==> config.mk <==
export PLATFORM = sky130hd
export DESIGN_NAME = boot_loader_flat
export DESIGN_NICKNAME = d
export VERILOG_FILES = /design/src/rtl/boot_loader_pkg.sv /design/src/rtl/boot_loader_if.sv /design/src/rtl/boot_loader_frame_counter.sv /design/src/rtl/boot_loader.sv /design/src/flat_wrapper.sv
export SDC_FILE = /design/constraint.sdc
export NUM_CORES = 1
export LEC_CHECK = 0
export CORE_MARGIN = 5
export CORE_UTILIZATION = 55
export CTS_CLUSTER_SIZE = 20
export DETAILED_ROUTE_END_ITERATION = 8
export PLACE_DENSITY = 0.77
export SLEW_MARGIN = 20
export SYNTH_ARGS = -nofsm -noshare
export SYNTH_HDL_FRONTEND = slang
export SYNTH_HIERARCHICAL = 1
export SYNTH_SLANG_ARGS = --single-unit
==> constraint.sdc <==
create_clock -name clk -period 6.5 [get_ports clk]
set_clock_uncertainty 0.2 [all_clocks]
set_input_delay 1.95 -clock clk [delete_from_list [all_inputs] [get_ports clk]]
set_output_delay 1.95 -clock clk [all_outputs]
set_load 0.02 [all_outputs]
==> src/rtl/boot_loader_pkg.sv <==
// rtl/boot_loader_pkg.sv - shared command bytes and FSM state enum for the boot loader
// Contents: CMD_I/CMD_D/CMD_G/CMD_H command bytes, boot_state_e frame FSM states,
//           is_load_cmd() helper recognising the two memory-load commands.
package mips_boot_pkg;

    localparam logic [7:0] CMD_I = 8'h49;
    localparam logic [7:0] CMD_D = 8'h44;
    localparam logic [7:0] CMD_G = 8'h47;
    localparam logic [7:0] CMD_H = 8'h48;

    typedef enum logic [2:0] {
        IDLE,
        ADDR_HI,
        ADDR_LO,
        CNT_HI,
        CNT_LO,
        PAYLOAD,
        CHKSUM,
        RUN
    } boot_state_e;

    function automatic logic is_load_cmd(input logic [7:0] b);
        return (b == CMD_I) || (b == CMD_D);
    endfunction

endpackage

==> src/rtl/boot_loader_if.sv <==
// rtl/boot_loader_if.sv - byte stream in, memory byte-write bus out
// Signals: rx_data/rx_valid/rx_ready inbound byte handshake;
//          im_we/dm_we/mem_addr/mem_wdata byte write towards instruction/data memory.
// Modports: master = stream source and memory side, slave = the loader.
interface boot_loader_if #(
    parameter int ADDR_W = 16
) ();
    logic [7:0]        rx_data;
    logic              rx_valid;
    logic              rx_ready;
    logic              im_we;
    logic              dm_we;
    logic [ADDR_W-1:0] mem_addr;
    logic [7:0]        mem_wdata;

    modport master (
        output rx_data, rx_valid,
        input  rx_ready, im_we, dm_we, mem_addr, mem_wdata
    );

    modport slave (
        input  rx_data, rx_valid,
        output rx_ready, im_we, dm_we, mem_addr, mem_wdata
    );
endinterface

==> src/rtl/boot_loader_frame_counter.sv <==
// rtl/boot_loader_frame_counter.sv - frame address, remaining count and payload checksum
// Ports: clk, rst_n (async active-low); din = accepted byte;
//        ld_hi latches a high byte, ld_addr/ld_cnt load {hi,din} into address/count,
//        step advances one payload byte; addr/cnt/sum/hold expose the registers.
module boot_frame_counter #(
    parameter int ADDR_W = 16
) (
    input  logic              clk,
    input  logic              rst_n,
    input  logic [7:0]        din,
    input  logic              ld_hi,
    input  logic              ld_addr,
    input  logic              ld_cnt,
    input  logic              step,
    output logic [ADDR_W-1:0] addr,
    output logic [15:0]       cnt,
    output logic [7:0]        sum,
    output logic [7:0]        hold
);
    always_ff @(posedge clk or negedge rst_n) begin
        if (!rst_n) begin
            addr <= '0;
            cnt  <= '0;
            sum  <= '0;
            hold <= '0;
        end else begin
            // ADDR_HI and CNT_HI share one holding byte; the low byte completes the field.
            if (ld_hi)   hold <= din;
            if (ld_addr) addr <= ADDR_W'({hold, din});
            if (ld_cnt) begin
                cnt <= {hold, din};
                sum <= '0;
            end
            if (step) begin
                addr <= addr + ADDR_W'(1);   // wraps modulo 2^ADDR_W
                cnt  <= cnt - 16'd1;
                sum  <= sum + din;
            end
        end
    end
endmodule

==> src/rtl/boot_loader.sv <==
// rtl/boot_loader.sv - framed byte-stream loader for instruction/data memory with core reset control
// Ports: clk, rst_n (async active-low); bus (boot_loader_if.slave) byte stream in and
//        byte writes out; cpu_rst_n core reset (low while loading); busy = frame in progress;
//        err = sticky error, cleared by rst_n or the start of a load frame.
module boot_loader
    import mips_boot_pkg::*;
#(
    parameter int ADDR_W = 16
) (
    input  logic          clk,
    input  logic          rst_n,
    boot_loader_if.slave  bus,
    output logic          cpu_rst_n,
    output logic          busy,
    output logic          err
);
    boot_state_e       state, state_n;
    logic              rdy_q;
    logic              im_we_q, dm_we_q, im_we_n, dm_we_n;
    logic [ADDR_W-1:0] addr_q, addr_n;
    logic [7:0]        wdata_q, wdata_n;
    logic              err_q, err_n;
    logic              tgt_dm, tgt_dm_n;
    logic              ld_hi, ld_addr, ld_cnt, step;
    logic [ADDR_W-1:0] ctr_addr;
    logic [15:0]       ctr_cnt;
    logic [7:0]        ctr_sum, ctr_hold;
    logic              xfer;

    assign xfer = bus.rx_valid && rdy_q;

    boot_frame_counter #(.ADDR_W(ADDR_W)) u_ctr (
        .clk     (clk),
        .rst_n   (rst_n),
        .din     (bus.rx_data),
        .ld_hi   (ld_hi),
        .ld_addr (ld_addr),
        .ld_cnt  (ld_cnt),
        .step    (step),
        .addr    (ctr_addr),
        .cnt     (ctr_cnt),
        .sum     (ctr_sum),
        .hold    (ctr_hold)
    );

    always_ff @(posedge clk or negedge rst_n) begin
        if (!rst_n) begin
            state   <= IDLE;
            rdy_q   <= 1'b0;
            im_we_q <= 1'b0;
            dm_we_q <= 1'b0;
            addr_q  <= '0;
            wdata_q <= '0;
            err_q   <= 1'b0;
            tgt_dm  <= 1'b0;
        end else begin
            state   <= state_n;
            rdy_q   <= 1'b1;
            im_we_q <= im_we_n;
            dm_we_q <= dm_we_n;
            addr_q  <= addr_n;
            wdata_q <= wdata_n;
            err_q   <= err_n;
            tgt_dm  <= tgt_dm_n;
        end
    end

    always_comb begin
        state_n  = state;
        im_we_n  = 1'b0;
        dm_we_n  = 1'b0;
        addr_n   = addr_q;
        wdata_n  = wdata_q;
        err_n    = err_q;
        tgt_dm_n = tgt_dm;
        ld_hi    = 1'b0;
        ld_addr  = 1'b0;
        ld_cnt   = 1'b0;
        step     = 1'b0;
        if (xfer) begin
            case (state)
                IDLE: begin
                    if (is_load_cmd(bus.rx_data)) begin
                        tgt_dm_n = (bus.rx_data == CMD_D);
                        err_n    = 1'b0;
                        state_n  = ADDR_HI;
                    end else if (bus.rx_data == CMD_G) begin
                        state_n = RUN;
                    end else if (bus.rx_data != CMD_H) begin
                        err_n = 1'b1;
                    end
                end
                ADDR_HI: begin
                    ld_hi   = 1'b1;
                    state_n = ADDR_LO;
                end
                ADDR_LO: begin
                    ld_addr = 1'b1;
                    state_n = CNT_HI;
                end
                CNT_HI: begin
                    ld_hi   = 1'b1;
                    state_n = CNT_LO;
                end
                CNT_LO: begin
                    ld_cnt  = 1'b1;
                    state_n = ({ctr_hold, bus.rx_data} == 16'd0) ? CHKSUM : PAYLOAD;
                end
                PAYLOAD: begin
                    // Write uses the pre-increment address; counter steps on the same edge.
                    step    = 1'b1;
                    im_we_n = !tgt_dm;
                    dm_we_n = tgt_dm;
                    addr_n  = ctr_addr;
                    wdata_n = bus.rx_data;
                    if (ctr_cnt == 16'd1) state_n = CHKSUM;
                end
                CHKSUM: begin
                    if (bus.rx_data != ctr_sum) err_n = 1'b1;
                    state_n = IDLE;
                end
                RUN: begin
                    if (bus.rx_data == CMD_H) state_n = IDLE;
                    else                      err_n   = 1'b1;
                end
                default: state_n = IDLE;
            endcase
        end
    end

    // Core only runs in RUN, which never issues writes, so strobes and a running core cannot overlap.
    assign cpu_rst_n     = (state == RUN);
    assign busy          = (state != IDLE) && (state != RUN);
    assign err           = err_q;
    assign bus.rx_ready  = rdy_q;
    assign bus.im_we     = im_we_q;
    assign bus.dm_we     = dm_we_q;
    assign bus.mem_addr  = addr_q;
    assign bus.mem_wdata = wdata_q;
endmodule
==> src/flat_wrapper.sv <==
// flat-port wrapper written by rule: the top's interface ports become plain ports
module boot_loader_flat import mips_boot_pkg::*;
#(
    parameter int ADDR_W = 16
)
  (clk, rst_n, cpu_rst_n, busy, err, bus_rx_data, bus_rx_valid, bus_rx_ready, bus_im_we, bus_dm_we, bus_mem_addr, bus_mem_wdata);
  boot_loader_if #(.ADDR_W(ADDR_W)) bus_i ();
  input  logic clk;
  input  logic rst_n;
  output logic cpu_rst_n;
  output logic busy;
  output logic err;
  input wire logic [$bits(bus_i.rx_data)-1:0] bus_rx_data;
  input wire logic [$bits(bus_i.rx_valid)-1:0] bus_rx_valid;
  output wire logic [$bits(bus_i.rx_ready)-1:0] bus_rx_ready;
  output wire logic [$bits(bus_i.im_we)-1:0] bus_im_we;
  output wire logic [$bits(bus_i.dm_we)-1:0] bus_dm_we;
  output wire logic [$bits(bus_i.mem_addr)-1:0] bus_mem_addr;
  output wire logic [$bits(bus_i.mem_wdata)-1:0] bus_mem_wdata;
  assign bus_i.rx_data = bus_rx_data;
  assign bus_i.rx_valid = bus_rx_valid;
  assign bus_rx_ready = bus_i.rx_ready;
  assign bus_im_we = bus_i.im_we;
  assign bus_dm_we = bus_i.dm_we;
  assign bus_mem_addr = bus_i.mem_addr;
  assign bus_mem_wdata = bus_i.mem_wdata;
  boot_loader #(.ADDR_W(ADDR_W)) u_core (.clk(clk), .rst_n(rst_n), .bus(bus_i), .cpu_rst_n(cpu_rst_n), .busy(busy), .err(err));
endmodule
==> Yosys cells after proc, flatten, opt, wreduce, memory -nomap -nowiden <==
Cells that the tools add are included.
{ "word_totals": {"ff_bits": 80, "output_inout_bits": 30} }
{ "op_classes": {"addsub": 3, "n_eq_ne": 22, "n_mux": 30, "reduce_logical": 15} }
{ "ops": {"columns": ["operator", "count"], "rows": [
  ["$mux 16", 4],
  ["$eq 8x7->1 const B", 4],
  ["$pmux 3 s8", 1],
  ["$mux 1", 17],
  ["$add 16x1->16 const B", 1],
  ["$eq 16x1->1 const B", 1],
  ["$logic_not 16->1", 1],
  ["$mux 8", 2],
  ["$sub 16x1->16 const B", 1],
  ["$eq 3x3->1 const B", 4],
  ["$mux 3", 4],
  ["$add 8x8->8", 1],
  ["$ne 8x7->1 const B", 1],
  ["$ne 8x8->1", 1],
  ["$eq 3x2->1 const B", 2],
  ["$ne 2x1->1 const B", 3],
  ["$ne 3x1->1 const B", 2],
  ["$reduce_and 6->1", 1],
  ["$reduce_bool 3->1", 2],
  ["$reduce_and 4->1", 1],
  ["$reduce_bool 2->1", 2],
  ["$eq 3x1->1 const B", 1],
  ["$logic_not 3->1", 1],
  ["$ne 3x2->1 const B", 1],
  ["10 further kinds", 11]
]} }

==> Depth between registers and ports, before layout <==
Gate-level depths: netlist (run 1).
{ "logic_depth": {"word_depth": 5, "mapped_depth": 8, "mapped_depth_nobuf": 7} }

==> By module <==
The synthesis (run 1) kept the hierarchy.
{ "by_module_without_submodules": {"columns": ["module", "n_inst", "cells_each", "area_each_um2"], "rows": [
  ["boot_frame_counter", 1, 278, 2787.7],
  ["boot_loader", 1, 135, 1600.3]
]} }

==> Least setup slack after synthesis (run 1) <==
No wires, ideal clock.
{ "synth_timing": {"path_kind": "input to register", "from": "input bus_rx_valid", "to": "register u_core.u_ctr.addr[10]", "setup_time_ns": 0.082, "t_arrival_ns": 3.604, "required_time_ns": 6.218, "setup_slack_ns": 2.614, "path_stages": 6, "cell_sequence": "nand2_1 > nor4_1 > clkbuf_1 > clkbuf_1 > a211oi_1 > a31oi_1"} }
{ "synth_between": {"elab_chain_cells": 3, "word_cells_on_any_way": 5, "cone_classes": "mux: 3; reduce/logical: 2"} }
{ "synth_rtl": {"columns": ["item", "line_no", "rtl"], "rows": [
  ["start: declaration", "flat_wrapper.sv:14", "input wire logic [$bits(bus_i.rx_valid)-1:0] bus_rx_valid;"],
  ["$logic_and 1x1->1", "boot_loader.sv:30", "assign xfer = bus.rx_valid && rdy_q;"],
  ["$mux 1", "boot_loader.sv:80", "if (xfer) begin"],
  ["via u_core.ld_addr", "boot_loader.sv:24", "logic ld_hi, ld_addr, ld_cnt, step;"],
  ["$reduce_bool 2->1 (no source line)", null, null],
  ["end signal: assignment", "boot_loader_frame_counter.sv:29", "if (ld_addr) addr <= ADDR_W'({hold, din});"],
  ["end signal: assignment", "boot_loader_frame_counter.sv:35", "addr <= addr + ADDR_W'(1);"],
  ["end: declaration", "boot_loader_frame_counter.sv:15", "output logic [ADDR_W-1:0] addr,"]
]} }
The timed path passes the listed nets, and every way through them passes these cells.
A chain may end at the register's enable or synchronous reset.

==> Final worst setup path (run 1) <==
{ "layout_timing": {"from": "input bus_rx_valid", "to": "register u_core.wdata_q[5] (netlist: u_core/bus.mem_wdata[5])"} }
{ "layout_between": {"elab_chain_cells": 2} }
{ "layout_rtl": {"columns": ["item", "line_no", "rtl"], "rows": [
  ["$logic_and 1x1->1", "boot_loader.sv:30", null],
  ["$reduce_and 2->1 (no source line)", null, null],
  ["end signal: assignment", "boot_loader.sv:62", "wdata_q <= wdata_n;"],
  ["end: declaration", "boot_loader.sv:21", "logic [7:0] wdata_q, wdata_n;"]
]} }
No other way between the ends.

==> impl_results.md, run 1 <==
- Status: completed
- CTS max path bufs: 2
- Total gr overflow: 0
- Clock power frac: 15.5%
- Post-Place Cells: 537
- Setup TNS Final: 0 ps
- GRT Total Usage: 20.7%
- Final antenna diode count: 0
- GP Congestion: 0.842
- FF+latch count, synth: 80
- Nets: 467
- RSZ-0062 raised after global routing: false
- Pre-CTS WS: 2090 ps
- Largest net degree at the start of global routing: 81
- Post-Synthesis Cell Area: 4390 sq um
- Distinct cells, synth: 58
- PortBufs: 40
- Max-cap violations: 0
- Pint: 1.31 mW
- Antenna viol nets, final: 0
- CP Launch Type: input pin
- Crit Path Max Fanout: 25
- # clock sinks: 80
- Share of cells above drive strength 1: 14.9%
- Post-synth EDFFs: 0
- Die area: 9860 sq um
- Drt via density: 6.02
- Util after Layout: 65.1%
- Layout area overhead: 15.2%
- Cell Chain, Critical Path: clkdlybuf4s50_1 > nand2_1 > nor3_4 > buf_4 > mux2_2
- Post-DP HPWL: 6.44 mm
- Post-Layout Cell Count: 553
- First-pass GRT wire length: 16.5 mm
- Worst-margin pin slew: 722 ps
- Final Max Tran Viols: 0
- CTS tree: yes
- CTS Hold Buffers Added: 0
- H-tree levels: 3
- Worst EP required: 6530 ps
- Root buf cell: clkbuf_8
- Leakage power: 2.09 nW
- Vias in the first global route: 3259
- Final hold violations: 0
- Total CTS buffers: 9
- Met2 WL: 4.66 mm
- Die width: 99.3 um
- Detailed Route WL: 9.76 mm
- Slew margin rel.: 51.9%
- Routed len/inst: 17.6 um
- Post_cts resized: 0
- Core area: 7770 sq um
- Logic pwr share: 40.3%
- Final setup fails: 0
- Net count after synthesis: 434
- Seq pwr share: 44.2%
- Vias: 3329
- Peak supply drop: 0.244 mV
- Die height: 99.3 um
- Max Clock Freq: 244 MHz
- 1st-pass router iterations: 4
- Switching fraction of total power: 40.2%
- WL met3: 445 um
- Starting Density: 56.5%
- Worst path buffer plus inverter count: 2
- Drt first-iter violations: 248
- Drc violations: 0
- M1 WL: 4.53 mm
- CP peak stage delay: 640 ps
- Post-route minimum period: 4100 ps
- Gate count after technology mapping: 413
- Syn_area_per_cell: 10.6 sq um
- Commonest non-fill, non-tap cell in the layout: dfrtp_1
- Crit path max-delay cell type: nor3_4
- Final worst slack: 2400 ps
- I/O Pins: 41
- Synth warn: 6
- Fin crit share: 63.1%
- Main synth FF type: dfrtp_1
- Worst Hold Class: reg2reg
- CP endpoint kind: flop
- Crit-path leading delay family: buffers and inverters
- Top Layer Used: met4
- Antenna violations before repair: 0
- Post-synthesis sequential area ratio: 45.6%
- Post-synth ARST share: 100%
- Pwr/cell area: 432 nW/um^2
- Reg clk slew, reported paths: 80 ps
- Num rows: 32
- NetSw: 878 uW
- WP data arrival: 4130 ps
- Worst-skew pair later-pin latency: 350 ps
- Commonest non-fill, non-tap cells in the layout: dfrtp_1, clkdlybuf4s50_1, mux2_2, a21oi_1, a211oi_1
- Post-CTS Setup Bufs: 0
- Critical path type: in2reg
## cell families (layout without fill, tap and decap cells)
| kind of cell | Yosys count | count (layout) | synth area share, % |
|---|---|---|---|
| AOI/OAI and AO/OA | 96 | 96 | 14.8 |
| adders and majority gates | 10 | 10 | 3.02 |
| muxes | 40 | 40 | 10.2 |
| and+or+nand+nor | 122 | 122 | 16.2 |
| other | 1 | 1 | 0.0855 |
| DFF | 80 | 80 | 45.6 |
| buffers and inverters | 27 | 65 | 2.71 |
| xor gates and xnor gates | 37 | 37 | 7.39 |
## metal layers
metal  vias to the layer above  GRT usage [%]
met5                         -              0
met4                         0           7.14
met3                        13           4.21
met2                        73           31.9
li1                       1593              -
met1                      1650           29.2
## final cells by class
cell class	instances	area [sq um]
fill	644	2710
multi-input combinational	306	2280
sequential	80	2000
timing repair buffer	44	444
tap	102	128
clock buffer	9	124
clock inverter	7	55.1
inverter	5	18.8
## synthesized netlist by cell type (7+ instances only)
master | count | area [sq um]
a21oi_1 | 28 | 140
a22o_1 | 8 | 70.1
nand2_1 | 20 | 75.1
dfrtp_1 | 80 | 2000
nand3_1 | 15 | 75.1
xor2_1 | 22 | 193
ha_1 | 9 | 113
xnor2_1 | 15 | 131
nor3_1 | 8 | 40.0
clkbuf_1 | 15 | 56.3
nor2b_1 | 19 | 119
mux2_2 | 32 | 360
nor4_1 | 10 | 62.6
o21ai_1 | 9 | 45.0
a211oi_1 | 25 | 188
mux2i_1 | 7 | 70.1
nor2_1 | 18 | 67.6
## flip-flops by register name (all words and copies together), names as in the netlist, 3 cells and up
signal and count:
u_core/bus.mem_addr 16, u_core/bus.mem_wdata 8, u_core/u_ctr/hold 8, u_core/state 3
u_core/u_ctr/cnt 16, u_core/u_ctr/sum 8, u_core/u_ctr/addr 16
## per-stage QoR
step	instance area (sq um)	total power, mW	hold WS [ps]
4_1_cts	5050	2.19	252
3_3_place_gp	4870	1.81	242
3_5_place_dp	4870	1.84	239
5_1_grt	5060	2.34	264
6_report	5060	2.19	248
2_1_floorplan	4390	1.52	219
## power groups by stage
stage | Clock, mW | Sequential [mW] | Combinational [mW]
global placement | 0 | 0.956 | 0.851
detailed placement | 0 | 0.967 | 0.876
global route | 0.371 | 1.00 | 0.969
floorplan | 0 | 0.952 | 0.568
CTS | 0.348 | 0.959 | 0.884
finish | 0.338 | 0.966 | 0.882
## worst paths after layout
check                      slack (ps)  depth (start not counted)                   startpoint                             endpoint
max                              2400                          5                 bus_rx_valid  u_core/bus.mem_wdata[5]$_DFFE_PN0P_
min                               250                          1    u_core/tgt_dm$_DFFE_PN0P_           u_core/bus.im_we$_DFF_PN0_
max reg2reg                      3900                          4  u_core/state[2]$_DFFE_PN0P_  u_core/bus.mem_wdata[5]$_DFFE_PN0P_
min reg2reg                       250                          1    u_core/tgt_dm$_DFFE_PN0P_           u_core/bus.im_we$_DFF_PN0_
max in group asynchronous        4180                          1                        rst_n      u_core/u_ctr/sum[6]$_DFFE_PN0P_
min in group asynchronous        1410                          1                        rst_n  u_core/bus.mem_wdata[1]$_DFFE_PN0P_
Note: power is estimated with default switching activity, not from simulation.
==> inputs of run 2 (changes only) <==
==> constraint.sdc (replaced) <==
create_clock -name clk -period 4.3 [get_ports clk]
set_clock_uncertainty 0.2 [all_clocks]
set_input_delay 1.29 -clock clk [delete_from_list [all_inputs] [get_ports clk]]
set_output_delay 1.29 -clock clk [all_outputs]
set_load 0.02 [all_outputs]
==> impl_results.md, run 2 (synthesized netlist as in run 1, its figures left out) <==
- Status: completed
- Nets: 467 (unchanged)
- Final antenna diode count: 0 (unchanged)
- Crit Path Max Fanout: 12 (-52%)
- Post-CTS Setup Bufs: 0 (unchanged)
- WP data arrival: 1920 ps (-2210 ps)
- Core area: 7770 sq um (unchanged)
- Vias in the first global route: 3344 (+2.6%)
- Final setup fails: 0 (unchanged)
- Total CTS buffers: 9 (unchanged)
- Share of cells above drive strength 1: 14.6% (-0.22 points)
- Max-cap violations: 0 (unchanged)
- Filler Cell Count: 624 (-3.1%)
- Worst Hold Class: reg2reg
- Slew margin rel.: 52.1% (+0.27 points)
- # clock sinks: 80 (unchanged)
- Antenna viol nets, final: 0 (unchanged)
- Num rows: 32 (unchanged)
- Drt via density: 6.04 (+0.33%)
- Detailed Route WL: 9.69 mm (-0.66%)
- Worst-skew pair later-pin latency: 360 ps (about the same)
- RSZ-0062 raised after global routing: false
- Routed len/inst: 17.5 um (-0.66%)
- Leakage power: 2.09 nW (about the same)
- CTS tree: yes
- Pwr/cell area: 657 nW/um^2 (+52%)
- PortBufs: 40 (unchanged)
- CTS Hold Buffers Added: 0 (unchanged)
- Worst-margin pin slew: 718 ps (-4.07 ps)
- Final Max Tran Viols: 0 (unchanged)
- Max Clock Freq: 293 MHz
- CTS max path bufs: 2 (unchanged)
- Reg clk slew, reported paths: 80 ps (about the same)
- Area occupied by multi-input gates: 2280 sq um (-0.22%)
- Post-Layout Cell Count: 553 (unchanged)
- GP Congestion: 0.826 (-1.9%)
- 1st-pass router iterations: 4 (unchanged)
- Drc violations: 0 (unchanged)
- Area after DPL: 4870 sq um (unchanged)
- Setup TNS Final: 0 ps (unchanged)
- Die width: 99.3 um (unchanged)
- H-tree levels: 3 (unchanged)
- Die height: 99.3 um (unchanged)
- Commonest non-fill, non-tap cell in the layout: dfrtp_1
- Cell Chain, Critical Path: and3_1 > clkdlybuf4s50_1
- Critical path type: reg2out
- Root buf cell: clkbuf_8
- Starting Density: 56.5% (unchanged)
- Post-DP HPWL: 6.22 mm (-3.4%)
- Final hold violations: 0 (unchanged)
- Post-Place Cells: 537 (unchanged)
- First-pass GRT wire length: 16.6 mm (+0.29%)
- CP Launch Type: flop
- Post-route minimum period: 3410 ps
- Commonest non-fill, non-tap cells in the layout: dfrtp_1, clkdlybuf4s50_1, mux2_2, a21oi_1, a211oi_1
- Die area: 9860 sq um (unchanged)
- Fin crit share: 79.4%
- Layout area overhead: 15.3% (about the same)
- CP peak stage delay: 650 ps (about the same)
- I/O Pins: 41 (unchanged)
- Antenna violations before repair: 0 (unchanged)
- Vias: 3340 (+0.33%)
- Design area: 5060 sq um (about the same)
- Sequential cell area: 2000 sq um (unchanged)
- CP endpoint kind: output pin
- Pre-CTS WS: 600 ps (-1490 ps)
- Worst EP required: 2810 ps (-3720 ps)
- Largest net degree at the start of global routing: 101 (+25%)
- Final hold slack: 266 ps (+17.8 ps)
- Crit path max-delay cell type: clkdlybuf4s50_1
- Final worst slack: 886 ps (-1510 ps)
- Peak supply drop: 0.390 mV (+60%)
- Total gr overflow: 0 (unchanged)
- Post_cts resized: 0 (unchanged)
- GRT Total Usage: 20.7% (-0.024 points)
- Drt first-iter violations: 277 (+12%)
- Worst R2R Setup Slack: 2020 ps (-1880 ps)
-- run 2: changes by cell type in the layout (fill, tap and decap cells not counted) --
cell        change
clkinvlp_4      +1
clkinv_2        -1
nor3b_1         +1
inv_8           +1
clkbuf_8        +1
clkinv_4        -1
inv_6           -1
nor3b_2         -1
-- run 2: final timing paths --
kind	start	to	cells past startpoint
worst min register to register	u_core/tgt_dm$_DFFE_PN0P_	u_core/bus.im_we$_DFF_PN0_	1
worst min-delay path	u_core/tgt_dm$_DFFE_PN0P_	u_core/bus.im_we$_DFF_PN0_	1
worst max register to register	u_core/u_ctr/cnt[2]$_DFFE_PN0P_	u_core/u_ctr/cnt[11]$_DFFE_PN0P_	5
min in group asynchronous	rst_n	u_core/u_ctr/sum[3]$_DFFE_PN0P_	1
worst max-delay path	u_core/state[0]$_DFFE_PN0P_	cpu_rst_n	2
max in group asynchronous	rst_n	u_core/bus.mem_addr[10]$_DFFE_PN0P_	1
-- run 2: area by class of cell --
cell class                 count  area share, %
inverter                       5          0.371
sequential                    80           39.6
clock buffer                  10           2.72
tap                          102           2.52
timing repair buffer          44           8.78
clock inverter                 6           1.01
multi-input combinational    306           45.0
-- run 2: worst max-delay path: cells and delay by family, from the launching register on --
| family | cells | cell delay (ps) |
|---|---|---|
| buffers and inverters | 1 | 650 |
| flip-flops | 1 | 570 |
| AND/OR/NAND/NOR | 1 | 350 |
-- run 2: report_power, final --
part,internal (mW),switching [mW],leakage [nW]
logic,0.698,0.636,0.987
clock network,0.232,0.297,0.0870
registers,1.06,0.399,1.01
total,1.99,1.33,2.09
-- run 2: routing by layer --
metal	global-route usage (%)	share of wire, %	vias up
met5	0	0	-
met4	6.72	0.94	0
met3	3.51	3.4	7
met2	32.3	48	60
met1	29.3	47	1679
li1	-	-	1594
-- run 2: metrics by stage --
stage          power, mW  utilization, %
3_5_place_dp        2.79            62.7
6_report            3.33            65.2
4_1_cts             3.33            65.1
5_1_grt             3.55            65.2
3_3_place_gp        2.74            62.7
2_1_floorplan       2.30               -
==> inputs of run 3 (changes only) <==
--- a/config.mk
+++ b/config.mk
@@ -6,10 +6,10 @@
 export NUM_CORES = 1
 export LEC_CHECK = 0
 export CORE_MARGIN = 5
-export CORE_UTILIZATION = 55
+export CORE_UTILIZATION = 52
 export CTS_CLUSTER_SIZE = 20
 export DETAILED_ROUTE_END_ITERATION = 8
-export PLACE_DENSITY = 0.77
+export PLACE_DENSITY = 0.76
 export SLEW_MARGIN = 20
 export SYNTH_ARGS = -nofsm -noshare
 export SYNTH_HDL_FRONTEND = slang
==> constraint.sdc (replaced) <==
create_clock -name clk -period 2.9 [get_ports clk]
set_clock_uncertainty 0.2 [all_clocks]
set_input_delay 0.87 -clock clk [delete_from_list [all_inputs] [get_ports clk]]
set_output_delay 0.87 -clock clk [all_outputs]
set_load 0.02 [all_outputs]
==> impl_results.md, run 3 (synthesized netlist as in run 1, its figures left out) <==
- CTS Hold Buffers Added: 0 (unchanged)
- Vias: 3562 (+6.6%)
- CTS max path bufs: 2 (unchanged)
- Final antenna diode count: 0 (unchanged)
- Peak supply drop: 0.563 mV (+44%)
- Post_cts resized: 0 (unchanged)
- # clock sinks: 80 (unchanged)
- Root buf cell: clkbuf_8
- First-pass GRT wire length: 17.8 mm (+7.1%)
- Die area: 10400 sq um (+5.2%)
- GP Congestion: 0.875 (+6.0%)
- Util after Layout: 65.5% (+0.34 points)
- Drc violations: 0 (unchanged)
- Num rows: 33 (+3.1%)
- Filler Cell Count: 636 (+1.9%)
- Final setup fails: 0 (unchanged)
- Max-cap violations: 0 (unchanged)
- Max Clock Freq: 358 MHz
- Vias in the first global route: 3497 (+4.6%)
- Largest net degree at the start of global routing: 47 (-53%)
- PortBufs: 40 (unchanged)
- Worst-margin pin slew: 635 ps (-83.5 ps)
- Slew margin rel.: 57.5% (+5.4 points)
- 1st-pass router iterations: 5 (+1)
- Die height: 102 um (+2.6%)
- Leakage power: 2.29 nW (+9.6%)
- Layout area overhead: 22.6%
- Commonest non-fill, non-tap cells in the layout: dfrtp_1, buf_4, clkdlybuf4s50_1, mux2_2, a21oi_1
- Drt first-iter violations: 180 (-35%)
- Antenna viol nets, final: 0 (unchanged)
- GRT Total Usage: 21.6% (+0.98 points)
- Total CTS buffers: 9 (unchanged)
- Routed len/inst: 17.6 um (+0.52%)
- Worst EP required: 1830 ps (-980 ps)
- CP Launch Type: flop
- Commonest non-fill, non-tap cell in the layout: dfrtp_1
- Post-Layout Cell Count: 594 (+7.4%)
- H-tree levels: 3 (unchanged)
- Starting Density: 53.4% (-3.1 points)
- Cell Chain, Critical Path: buf_4 > nor3_2 > nor2_1 > clkdlybuf4s50_1
- Post-DP HPWL: 7.46 mm (+20%)
- I/O Pins: 41 (unchanged)
- Final hold violations: 0 (unchanged)
- Final Max Tran Viols: 0 (unchanged)
- Fin crit share: 96.3%
- RSZ-0062 raised after global routing: false
- Share of cells above drive strength 1: 21.3% (+6.6 points)
- Post-CTS Setup Bufs: 0 (unchanged)
- Nets: 505 (+8.1%)
- Crit path max-delay cell type: clkdlybuf4s50_1
- WP data arrival: 1720 ps (-200 ps)
- Core area: 8220 sq um (+5.8%)
- Die width: 102 um (+2.6%)
- Total power: 5.12 mW (+54%)
- Post-route minimum period: 2790 ps
- Post-Place Cells: 578 (+7.6%)
- Worst Hold Class: in2async
- Total gr overflow: 0 (unchanged)
- CP peak stage delay: 540 ps (-110 ps)
- CP endpoint kind: output pin
- Detailed Route WL: 10.5 mm (+8.0%)
- CTS tree: yes
- Critical path type: reg2out
- Crit-path leading delay family: buffers and inverters
- Pwr/cell area: 951 nW/um^2 (+45%)
- Status: completed
- Worst-skew pair later-pin latency: 350 ps (about the same)
- Crit Path Max Fanout: 10 (-2)
- Antenna violations before repair: 0 (unchanged)
- Final hold slack: 260 ps (-6.13 ps)
- Drt via density: 6.00 (-0.71%)
- Reg clk slew, reported paths: 80 ps (about the same)
- Worst path buffer plus inverter count: 2 (+1)
run 3: per-stage QoR:
step / instance area (sq um) / worst slack (ps) / TNS (ps)
after CTS: 5380 / 92.5 / 0
after global routing: 5380 / 25.7 / 0
after global placement: 5180 / -134 / -380
after detailed placement: 5180 / -173 / -655
final: 5380 / 108 / 0
after floorplan: 4390 / 93.8 / 0
run 3: area by class of cell:
cell class                 instances  area, sq um  share of cell area (%)
tap                              105          131                    2.44
clock buffer                      10          128                    2.37
timing repair buffer              82          751                    14.0
inverter                           5         18.8                   0.349
sequential                        80         2000                    37.2
multi-input combinational        306         2280                    42.4
clock inverter                     6         68.8                    1.28
run 3: worst paths after layout:
| kind | startpoint | endpoint | slack, ps | depth (start not counted) |
|---|---|---|---|---|
| max | u_core/state[1]$_DFFE_PN0P_ | busy | 110 | 4 |
| min | rst_n | u_core/u_ctr/sum[3]$_DFFE_PN0P_ | 260 | 1 |
| max reg2reg | u_core/u_ctr/cnt[2]$_DFFE_PN0P_ | u_core/u_ctr/cnt[11]$_DFFE_PN0P_ | 600 | 5 |
| min reg2reg | u_core/tgt_dm$_DFFE_PN0P_ | u_core/bus.im_we$_DFF_PN0_ | 260 | 1 |
| max in group asynchronous | rst_n | u_core/u_ctr/cnt[6]$_DFFE_PN0P_ | 1560 | 2 |
| min in group clk | u_core/tgt_dm$_DFFE_PN0P_ | u_core/bus.im_we$_DFF_PN0_ | 260 | 1 |
run 3: where the power goes:
part / switching, mW / internal (mW) / leakage (nW)
logic: 1.04 / 1.13 / 1.18
clock network: 0.430 / 0.403 / 0.0968
registers: 0.536 / 1.58 / 1.01
total: 2.00 / 3.11 / 2.29
run 3: layer usage:
metal | share of wire [%] | vias up | global-route usage (%)
li1 | - | 1671 | -
met1 | 44 | 1764 | 30.2
met4 | 1.3 | 0 | 6.96
met2 | 49 | 112 | 34.7
met3 | 5.0 | 15 | 3.69
met5 | 0 | - | 0
